File: src/rtl/uart_send.sv
// rtl/uart_send.sv - UART transmitter with a one-word holding buffer
//
// Serialises DATA_WIDTH-bit words onto uart_tx as: start bit (0), data LSB
// first, then STOP_BITS stop bits (1). A holding buffer accepts the next word
// while the current frame is on the line, so back-to-back frames have no gap.
//
// Parameters:
//   SYS_CLK_FREQ  clock frequency in Hz
//   BPS           baud rate
//   DATA_WIDTH    data bits per frame, 5..9
//   STOP_BITS     1 or 2 (other values unsupported)
//   CNT_CLK_MAX   last value of the per-bit cycle counter, 1..65535
//
// Ports:
//   sys_clk        in   clock
//   rst            in   synchronous active-high reset
//   uart_tx_valid  in   a word is offered on uart_tx_data
//   uart_tx_data   in   word to send
//   uart_tx_ready  out  holding buffer empty, a word can be accepted
//   uart_tx        out  registered serial line, idles high
//   uart_tx_busy   out  frame on the line or buffer occupied

`ifndef SYS_CLK_FREQ
`define SYS_CLK_FREQ 50_000_000
`endif
`ifndef UART_BPS
`define UART_BPS 115_200
`endif
`ifndef UART_DATA_WIDTH
`define UART_DATA_WIDTH 8
`endif

module uart_send #(
  parameter int SYS_CLK_FREQ = `SYS_CLK_FREQ,
  parameter int BPS          = `UART_BPS,
  parameter int DATA_WIDTH   = `UART_DATA_WIDTH,
  parameter int STOP_BITS    = 1,
  parameter int CNT_CLK_MAX  = SYS_CLK_FREQ / BPS - 1
) (
  input  logic                  sys_clk,
  input  logic                  rst,
  input  logic                  uart_tx_valid,
  input  logic [DATA_WIDTH-1:0] uart_tx_data,
  output logic                  uart_tx_ready,
  output logic                  uart_tx,
  output logic                  uart_tx_busy
);

  typedef enum logic [1:0] {
    IDLE  = 2'd0,
    START = 2'd1,
    DATA  = 2'd2,
    STOP  = 2'd3
  } state_t;

  localparam logic [15:0] CNT_MAX   = 16'(CNT_CLK_MAX);
  localparam logic [3:0]  LAST_BIT  = 4'(DATA_WIDTH - 1);
  localparam logic        LAST_STOP = 1'(STOP_BITS - 1);

  state_t                state;
  state_t                next_state;
  logic [15:0]           cnt_clk;
  logic [3:0]            bit_idx;
  logic                  stop_cnt;
  logic [DATA_WIDTH-1:0] shift;
  logic [DATA_WIDTH-1:0] buf_data;
  logic                  buf_full;
  logic                  tx_next;

  logic                  bit_end;
  logic                  last_data;
  logic                  last_stop;
  logic                  frame_end;
  logic                  load;
  logic [15:0]           shift_ext;

  // cnt_clk sits at 0 in IDLE and CNT_MAX >= 1, so bit_end never fires there.
  assign bit_end   = (state != IDLE) && (cnt_clk == CNT_MAX);
  assign last_data = (bit_idx == LAST_BIT);
  assign last_stop = (stop_cnt == LAST_STOP);
  assign frame_end = (state == STOP) && bit_end && last_stop;

  // The shifter takes the buffered word either from IDLE or straight out of
  // the final stop bit, which is what removes the idle gap between frames.
  assign load = buf_full && ((state == IDLE) || frame_end);

  // Zero-extended copy so the 4-bit bit_idx indexes it without width games.
  assign shift_ext = {{(16 - DATA_WIDTH){1'b0}}, shift};

  assign uart_tx_ready = ~buf_full;
  assign uart_tx_busy  = (state != IDLE) | buf_full;

  // State register
  always_ff @(posedge sys_clk) begin
    if (rst) begin
      state <= IDLE;
    end else begin
      state <= next_state;
    end
  end

  // Next-state logic
  always_comb begin
    next_state = state;
    case (state)
      IDLE: begin
        if (buf_full) begin
          next_state = START;
        end
      end
      START: begin
        if (bit_end) begin
          next_state = DATA;
        end
      end
      DATA: begin
        if (bit_end && last_data) begin
          next_state = STOP;
        end
      end
      STOP: begin
        if (frame_end) begin
          next_state = buf_full ? START : IDLE;
        end
      end
      default: next_state = IDLE;
    endcase
  end

  // Line level for the bit currently being timed; registered into uart_tx so
  // the line lags the state by one cycle uniformly across every bit.
  always_comb begin
    tx_next = 1'b1;
    case (state)
      START:   tx_next = 1'b0;
      DATA:    tx_next = shift_ext[bit_idx];
      default: tx_next = 1'b1;
    endcase
  end

  // Datapath: holding buffer, shifter, bit timing and the line register
  always_ff @(posedge sys_clk) begin
    if (rst) begin
      cnt_clk  <= 16'd0;
      bit_idx  <= 4'd0;
      stop_cnt <= 1'b0;
      shift    <= '0;
      buf_data <= '0;
      buf_full <= 1'b0;
      uart_tx  <= 1'b1;
    end else begin
      uart_tx <= tx_next;

      // Capture and drain are exclusive: capture needs an empty buffer,
      // drain needs a full one.
      if (uart_tx_valid && !buf_full) begin
        buf_data <= uart_tx_data;
        buf_full <= 1'b1;
      end else if (load) begin
        buf_full <= 1'b0;
      end

      if (load) begin
        shift <= buf_data;
      end

      if (state == IDLE || bit_end) begin
        cnt_clk <= 16'd0;
      end else begin
        cnt_clk <= cnt_clk + 16'd1;
      end

      if (bit_end) begin
        case (state)
          START: begin
            bit_idx  <= 4'd0;
            stop_cnt <= 1'b0;
          end
          DATA: begin
            bit_idx <= bit_idx + 4'd1;
          end
          STOP: begin
            stop_cnt <= last_stop ? 1'b0 : stop_cnt + 1'b1;
          end
          default: begin
            bit_idx <= bit_idx;
          end
        endcase
      end
    end
  end

endmodule

File: config.mk
export PLATFORM = sky130hd
export DESIGN_NAME = uart_send
export DESIGN_NICKNAME = d
export VERILOG_FILES = /design/src/rtl/uart_send.sv
export SDC_FILE = /design/constraint.sdc
export NUM_CORES = 1
export LEC_CHECK = 0
export BUFFER_PORTS_ARGS = -buffer_cell sky130_fd_sc_hd__buf_2
export CAP_MARGIN = 10
export CELL_PAD_IN_SITES_DETAIL_PLACEMENT = 1
export CELL_PAD_IN_SITES_GLOBAL_PLACEMENT = 2
export CORE_MARGIN = 3
export CORE_UTILIZATION = 36
export DETAILED_ROUTE_END_ITERATION = 10
export PLACE_DENSITY_LB_ADDON = 0.1
export RECOVER_POWER = 50
export SLEW_MARGIN = 20
export SYNTH_ARGS = -nofsm -noshare
export SYNTH_HDL_FRONTEND = slang
export SYNTH_SLANG_ARGS = --single-unit
export TNS_END_PERCENT = 100
File: constraint.sdc
create_clock -name sys_clk -period 2.04 [get_ports sys_clk]
set_clock_uncertainty 0.05 [all_clocks]
set_input_delay 0.408 -clock sys_clk [delete_from_list [all_inputs] [get_ports sys_clk]]
set_output_delay 0.408 -clock sys_clk [all_outputs]
set_load 0.005 [all_outputs]
==> results of run 1 <==
## placed cells by master (no fill, tap or decap), drive strengths merged, types with 3 or more instances in the layout
master and count:
nand3 12, or3 5, buf 16, nand2 24, xnor2 5, inv 6, a21oi 25, and4 3
o21ai 15, nor4 4, xor2 5, dfxtp 40, o31ai 3, nor2 18, nand4 10, ha 8
clkbuf 7, nor2b 3
## state kept, by name, indices dropped and copies added, names as in the netlist
name,count
cnt_clk,16
state,2
uart_tx,1
buf_data,8
shift,8
buf_full,1
bit_idx,4
## stage by stage
stage	instances	hold WS, ps	cell area, um^2
floorplan	218	386.6	1901
global placement	295	400.3	2051
finish	303	293.0	2153
global route	303	287.0	2153
CTS	303	279.1	2148
detailed placement	295	408.7	2051
## power by group
group	switching, mW	leakage, nW	internal [mW]
Combinational	0.268	0.375	0.157
Sequential	0.0469	0.325	0.832
Clock	0.285	0.0434	0.274
## worst max-delay path: cells and delay by family, from the launching register on
kind / cells / cell delay [ps]
compound gates: 1 / 110
flops: 1 / 400
fa+ha+maj: 1 / 170
buf+inv: 2 / 240
simple gates: 3 / 850
## cell families (layout without fill, tap and decap cells)
kind of cell | count (synthesis) | in the layout
compound gates | 49 | 49
xor+xnor | 10 | 10
fa+ha+maj | 8 | 8
buf+inv | 14 | 32
flops | 40 | 40
mux | 4 | 4
simple gates | 93 | 93
## path summary, 6_finish.rpt
kind	end	slack, ps	depth (start not counted)	startpoint
max reg2reg	cnt_clk[12]$_SDFF_PP0_	150	7	cnt_clk[1]$_SDFF_PP0_
min	buf_data[4]$_SDFFE_PP0P_	290	3	uart_tx_data[4]
max	cnt_clk[12]$_SDFF_PP0_	150	7	cnt_clk[1]$_SDFF_PP0_
min reg2reg	buf_data[1]$_SDFFE_PP0P_	410	2	buf_data[1]$_SDFFE_PP0P_
## layer usage
layer | routed length [um] | vias up | track usage [%]
li1 | - | 816 | -
met1 | 1936 | 818 | 18.25
met2 | 2580 | 13 | 31.32
met3 | 91 | 6 | 3.784
met4 | 63 | 0 | 5.245
met5 | 0 | - | 0
## timing repair
action,CTS,global route
endpoints found under the setup margin,0,10
gates resized for setup,0,2
buffers inserted,0,0
## cell type report
type	count	share of cell area (%)
multi-input cells	164	48.87
flip-flops and latches	40	37.25
repair buffers	17	4.242
well taps	67	3.893
clock buffers	6	3.835
inverters	7	1.220
clock inverters	2	0.6973
==> impl_metrics.py, run 1 <==
metrics = {
    "placed_design": {
        "globalplace.congestion": 0.8233,
        "dp_hpwl_um": 3581,
        "portBuffers": 13,
        "post-place-ws_ps": 83.46,
    },
    "yosys": {
        "ys_ff_latch": 40,
        "synth.cell_area_mm2": 0.001901,
        "synth_top_area_cell": "dfxtp_1",
        "synthAdderAreaFrac_pct": 5.267,
        "synth_top_area_share_pct": 42.13,
        "synth_compound_area_share_pct": 14.42,
        "synth_top_flop_cell": "dfxtp_1",
        "synthTopCellsByCount": "40 x dfxtp_1, 25 x a21oi_1, 24 x nand2_1, 18 x nor2_1, 15 x o21ai_0",
        "synthSimpleGateAreaFrac_pct": 27.25,
        "synth-xor-area-share_pct": 4.608,
        "synth_edf_count": 0,
        "yosysSeqAreaShare_pct": 42.13,
        "synth_top_family_by_area": "simple AND/OR/NAND/NOR gates",
        "synth_mux_area_share_pct": 3.423,
        "synth_nets": 237,
        "synth.most_common_cell": "dfxtp_1",
        "syn_inst": 218,
        "synth-async-reset-ratio_pct": 0,
        "syn_area_per_cell_um2": 8.718,
        "synth_area_leaders": "dfxtp_1 42%, a21oi_1 6.6%, ha_1 5.3%",
        "yosys_warnings": 0,
        "synthDistinctLibCells": 41,
    },
    "hold_path": {
        "hold_class": "in2reg",
    },
    "global_routing": {
        "antenna_found_initial": 0,
        "grt_overflow": 0,
        "first_global_vias": 1726,
        "grt_start_max_net_pins": 25,
        "grt_use_total_pct": 16.65,
        "grt_pass1_wl_um": 8142,
    },
    "drt": {
        "first_pass_iters": 4,
        "routed_wl_um": 4671,
        "dr_total_vias": 1653,
        "drt_iter0_markers": 81,
        "ant_nets": 0,
        "wl_per_cell_um": 15.42,
        "drc_errors": 0,
        "post_drt_via_cell_ratio": 5.455,
    },
    "clocking": {
        "clk_latency_ps": 300,
        "cts_tree": "yes",
        "htreeDepth": 2,
        "cts_sinks": 40,
        "holdBufCountCts": 0,
        "cts.clk_slew.worst_paths_ps": 80,
        "cts-root-buf": "clkbuf_8",
        "clockBufferDepth": 2,
        "cts_buffers": 5,
    },
    "outcome": {
        "status": "complete, no violations",
    },
    "floorplan": {
        "fp.dieW_um": 78.66,
        "fp.dieH_um": 78.66,
        "rows": 25,
        "ios": 14,
        "die_area_mm2": 0.006187,
        "start_util_pct": 38.70,
        "core_mm2": 0.004911,
    },
    "final_layout": {
        "nets": 254,
        "nFillCells": 594,
        "area_growth_pct": 13.30,
        "layout.area.seq_um2": 802.0,
        "drive_gt1_share_pct": 13.56,
        "post-route-util_pct": 43.85,
        "antennaDiodeCount": 0,
        "multi_input_area_mm2": 0.001052,
    },
    "sta": {
        "slew_violations": 0,
        "hold_violations": 0,
        "rsz0062_at_grt": "false",
        "min_period_ps": 1891,
        "tns_ps": 0,
        "setup_ws_ps": 149.3,
        "fmax_mhz": 528.9,
        "setup_viol": 0,
        "slew-limit-headroom_pct": 60.45,
        "tightest_slew_ps": 592.0,
        "finalCritPeriodShare_pct": 92.68,
    },
    "power": {
        "ir_drop_uv": 344.3,
        "p_total_mw": 1.863,
        "power.leakage_nw": 0.7435,
        "p_per_area_mw_per_mm2": 865.0,
    },
    "worst_setup_path": {
        "slowest_delay_ps": 400,
        "slowest_stage": "dfxtp_1",
        "path_class": "reg2reg",
        "crit_arrival_ps": 2070,
        "path_max_fanout": 7,
        "required_ps": 2220,
        "start_kind": "register",
        "path_cells": "inv_1, ha_1, and4b_1, and4_1, or3_1, buf_4, a21oi_1",
        "end_kind": "register",
    },
    "flow_run": {
        "cap_violations": 0,
    },
}
No activity file was read; power rests on OpenSTA's default activity.
==> run 2: changes to the inputs <==
- CORE_MARGIN: 3 -> unset
==> impl_metrics.py, run 2 (synthesis gave the netlist of run 1 again) <==
metrics = {
    "power": {
        "p_switching_mw": 0.5733,
        "switching_share_pct": 31.19,
        "p_per_area_mw_per_mm2": 846.6,
        "clkPwrFrac_pct": 29.4,
        "ir_drop_uv": 414.5,
        "seq_power_share_pct": 47.2,
        "combPwrFrac_pct": 23.4,
        "power.leakage_nw": 0.7588,
        "intPower_mw": 1.264,
    },
    "worst_setup_path": {
        "slowest_stage": "or4_1",
        "end_kind": "register",
        "slowest_delay_ps": 530,
        "required_ps": 2220,
        "path_cells": "inv_1, ha_1, and4b_1, nand4_1, or4_1, a21oi_1",
        "path_class": "reg2reg",
        "path_max_fanout": 5,
        "start_kind": "register",
        "crit_arrival_ps": 2070,
    },
    "sta": {
        "slew-limit-headroom_pct": 54.78,
        "tns_ps": 0,
        "setup_viol": 0,
        "finalCritPeriodShare_pct": 92.84,
        "slew_violations": 0,
        "tightest_slew_ps": 676.9,
        "hold_violations": 0,
        "min_period_ps": 1894,
        "fmax_mhz": 528.0,
        "rsz0062_at_grt": "false",
    },
    "final_layout": {
        "top_register": "cnt_clk",
        "postLayoutCellArea_mm2": 0.002171,
        "area_growth_pct": 14.22,
        "post_layout_nonfiller_instances": 309,
        "nFillCells": 618,
        "final_cell_mix": "40 x dfxtp_1, 25 x a21oi_1, 24 x nand2_1",
        "drive_gt1_share_pct": 12.97,
        "antennaDiodeCount": 0,
        "nets": 257,
        "largest_reg_flops": 16,
        "top_regs": "cnt_clk: 16 flops, buf_data: 8 flops, shift: 8 flops",
        "final_common_cell": "dfxtp_1",
    },
    "global_routing": {
        "grt_overflow": 0,
        "grt_pass1_wl_um": 7541,
        "antenna_found_initial": 0,
        "grt_start_max_net_pins": 24,
        "first_global_vias": 1575,
        "grt_use_total_pct": 18.16,
    },
    "flow_run": {
        "cap_violations": 0,
    },
    "clocking": {
        "cts-root-buf": "clkbuf_8",
        "clk_latency_ps": 290,
        "cts_buffers": 5,
        "cts_resized": 0,
        "cts_setup_buffers": 0,
        "cts_tree": "yes",
        "htreeDepth": 2,
        "cts_sinks": 40,
        "holdBufCountCts": 0,
        "clockBufferDepth": 2,
        "cts.clk_slew.worst_paths_ps": 70,
    },
    "placed_design": {
        "globalplace.congestion": 0.8432,
        "dp_hpwl_um": 3339,
        "dp.cells": 301,
        "placed_area_mm2": 0.002077,
        "portBuffers": 13,
    },
    "floorplan": {
        "die_area_mm2": 0.005574,
        "start_util_pct": 37.21,
        "ios": 14,
        "fp.dieW_um": 74.66,
        "fp.dieH_um": 74.66,
        "core_mm2": 0.005107,
        "rows": 26,
    },
    "drt": {
        "route.met3.wl_um": 118,
        "post_drt_via_cell_ratio": 5.265,
        "routed.top_layer": "met4",
        "first_pass_iters": 4,
        "drc_errors": 0,
        "ant_nets": 0,
        "routed_wl_um": 4468,
        "dr_total_vias": 1627,
        "drt_iter0_markers": 70,
        "drt-met1-wl_um": 2291,
        "wl_per_cell_um": 14.46,
        "wl_met2_um": 2017,
    },
    "outcome": {
        "status": "complete, no violations",
    },
    "hold_path": {
        "hold_class": "in2reg",
    },
}
[run 2: power by group through the flow]
stage          Sequential, mW  Combinational, mW  Clock (mW)
6_report                0.868              0.431       0.540
3_3_place_gp            0.883              0.404           0
4_1_cts                 0.869              0.429       0.560
2_1_floorplan           0.881              0.291           0
3_5_place_dp            0.887              0.429           0
5_1_grt                 0.878              0.488       0.589
[run 2: critical path, delay by kind of cell (launching register included)]
| family | cells | cell delay [ps] |
|---|---|---|
| AO/OA/AOI/OAI | 1 | 140 |
| AND/OR/NAND/NOR | 3 | 1080 |
| flip-flops | 1 | 350 |
| adder cells (fa/ha/maj) | 1 | 130 |
| buffers and inverters | 1 | 70 |
[run 2: worst paths after layout]
path | start | endpoint | cells past startpoint | slack [ps]
worst min register to register | buf_data[6]$_SDFFE_PP0P_ | buf_data[6]$_SDFFE_PP0P_ | 2 | 410
worst max-delay path | cnt_clk[1]$_SDFF_PP0_ | bit_idx[0]$_SDFFE_PP0P_ | 6 | 150
worst min-delay path | uart_tx_data[3] | buf_data[3]$_SDFFE_PP0P_ | 3 | 300
worst max register to register | cnt_clk[1]$_SDFF_PP0_ | bit_idx[0]$_SDFFE_PP0P_ | 6 | 150
[run 2: routing by layer]
| layer | vias up | GRT usage, % |
|---|---|---|
| met5 | - | 0 |
| met4 | 0 | 6.289 |
| met3 | 4 | 4.284 |
| met2 | 19 | 27.93 |
| met1 | 782 | 25.00 |
| li1 | 822 | - |
[run 2: area by class of cell]
type                    count  area (um^2)  share of cell area (%)
repair buffers             20        108.9                   5.014
clock buffers               8        90.09                   4.150
well taps                  70        87.58                   4.035
inverters                   7        26.28                   1.210
multi-input cells         164         1057                   48.70
flip-flops and latches     40        800.8                   36.89
[run 2: per-stage QoR]
step	utilization [%]	hold slack [ps]	setup slack, ps	power (mW)
final	42.50	301.5	146.0	1.838
after global routing	42.50	300.4	36.46	1.955
after detailed placement	40.67	402.1	28.76	1.316
after floorplan	-	386.6	270.6	1.172
after global placement	40.67	398.4	136.5	1.287
after CTS	42.43	290.7	9.562	1.858
==> run 3: changes to the inputs <==
- CTS_BUF_LIST: unset -> sky130_fd_sc_hd__clkbuf_16
==> impl_metrics.py, run 3 (synthesis gave the netlist of run 1 again) <==
metrics = {
    "final_layout": {
        "drive_gt1_share_pct": 12.55,
        "layout.area.seq_um2": 800.8,
        "top_regs": "cnt_clk: 16 flops, buf_data: 8 flops, shift: 8 flops",
        "area_growth_pct": 16.66,
        "final_common_cell": "dfxtp_1",
        "nFillCells": 619,
        "largest_reg_flops": 16,
        "post_layout_nonfiller_instances": 309,
        "nets": 257,
        "antennaDiodeCount": 0,
        "final_cell_mix": "40 x dfxtp_1, 25 x a21oi_1, 24 x nand2_1",
        "multi_input_area_mm2": 0.001057,
        "top_register": "cnt_clk",
    },
    "worst_setup_path": {
        "slowest_stage": "or4_1",
        "required_ps": 2200,
        "cp_top_family": "simple AND/OR/NAND/NOR gates",
        "path_cells": "inv_1, ha_1, and4b_1, nand4_1, or4_1, a21oi_1",
        "path_class": "reg2reg",
        "crit_arrival_ps": 2080,
        "slowest_delay_ps": 530,
        "path_max_fanout": 5,
        "start_kind": "register",
        "end_kind": "register",
        "critPathBufInv": 1,
    },
    "drt": {
        "drc_errors": 0,
        "post_drt_via_cell_ratio": 5.307,
        "wl_per_cell_um": 14.91,
        "first_pass_iters": 3,
        "ant_nets": 0,
        "dr_total_vias": 1640,
        "drt_iter0_markers": 45,
        "routed_wl_um": 4606,
    },
    "sta": {
        "hold_violations": 0,
        "hold-worst-slack_ps": 315.9,
        "setup_viol": 0,
        "rsz0062_at_grt": "false",
        "fmax_mhz": 521.8,
        "tightest_slew_ps": 654.1,
        "min_period_ps": 1916,
        "slew-limit-headroom_pct": 56.31,
        "tns_ps": 0,
        "slew_violations": 0,
        "finalCritPeriodShare_pct": 93.94,
    },
    "flow_run": {
        "cap_violations": 0,
    },
    "clocking": {
        "cts_buffers": 5,
        "cts_tree": "yes",
        "htreeDepth": 2,
        "clockBufferDepth": 2,
        "cts_setup_buffers": 0,
        "holdBufCountCts": 0,
        "cts_sinks": 40,
        "clk_latency_ps": 280,
        "cts.clk_slew.worst_paths_ps": 60,
        "cts-root-buf": "clkbuf_16",
    },
    "power": {
        "p_per_area_mw_per_mm2": 914.4,
        "ir_drop_uv": 478.5,
        "power.leakage_nw": 0.7872,
    },
    "placed_design": {
        "dp_hpwl_um": 3339,
        "dp.cells": 301,
        "portBuffers": 13,
        "globalplace.congestion": 0.8432,
    },
    "floorplan": {
        "rows": 26,
        "fp.dieW_um": 74.66,
        "die_area_mm2": 0.005574,
        "start_util_pct": 37.21,
        "fp.dieH_um": 74.66,
        "ios": 14,
        "core_mm2": 0.005107,
    },
    "global_routing": {
        "grt_pass1_wl_um": 7769,
        "first_global_vias": 1599,
        "antenna_found_initial": 0,
        "grt_overflow": 0,
        "grt_use_total_pct": 18.83,
        "grt_start_max_net_pins": 24,
    },
    "hold_path": {
        "hold_class": "in2reg",
    },
    "outcome": {
        "status": "complete, no violations",
    },
}
run 3: layout make-up:
type,instances,share of cell area [%]
Tap cell,70,3.950
Clock inverter,3,0.5079
Inverter,7,1.185
Sequential cell,40,36.12
Multi-Input combinational cell,164,47.69
Clock buffer,5,5.643
Timing Repair Buffer,20,4.910
run 3: through the flow:
stage	util, %	total power, mW	setup WS (ps)	cell area (um^2)
detailed placement	40.67	1.316	28.76	2077
CTS	43.43	2.054	110.0	2218
floorplan	-	1.172	270.6	1901
finish	43.41	2.027	123.7	2217
global route	43.41	2.151	32.44	2217
global placement	40.67	1.287	136.5	2077
run 3: timing repair:
| item | 4_1_cts | 5_1_grt |
|---|---|---|
| endpoints found under the setup margin | 2 | 9 |
| gates resized for setup | 1 | 1 |
| pin swaps | 0 | 0 |
| hold endpoints to repair | 0 | 0 |
run 3: path summary, 6_finish.rpt:
kind	from	endpoint	slack [ps]	depth (start not counted)
min	uart_tx_data[3]	buf_data[3]$_SDFFE_PP0P_	320	3
max	cnt_clk[1]$_SDFF_PP0_	bit_idx[0]$_SDFFE_PP0P_	120	6
max reg2reg	cnt_clk[1]$_SDFF_PP0_	bit_idx[0]$_SDFFE_PP0P_	120	6
min reg2reg	buf_data[6]$_SDFFE_PP0P_	buf_data[6]$_SDFFE_PP0P_	410	2
run 3: where the power goes:
| group | leakage, nW | total, mW | switching, mW | internal [mW] |
|---|---|---|---|---|
| logic | 0.389 | 0.435 | 0.277 | 0.157 |
| clock network | 0.0738 | 0.724 | 0.284 | 0.439 |
| registers | 0.324 | 0.869 | 0.0363 | 0.833 |
| total | 0.787 | 2.03 | 0.598 | 1.43 |
run 3: worst min-delay path, cell delays in order:
cell and delay (ps):
buf_2 90, nand2_1 40, a21oi_1 50
run 3: per-layer routing:
layer  vias to the layer above  track usage (%)  routed length, um
met4                         0            7.547                 80
met2                        18            29.83               2136
li1                        826                -                  -
met1                       789            25.39               2292
met5                         -                0                  0
met3                         7            3.481                 97
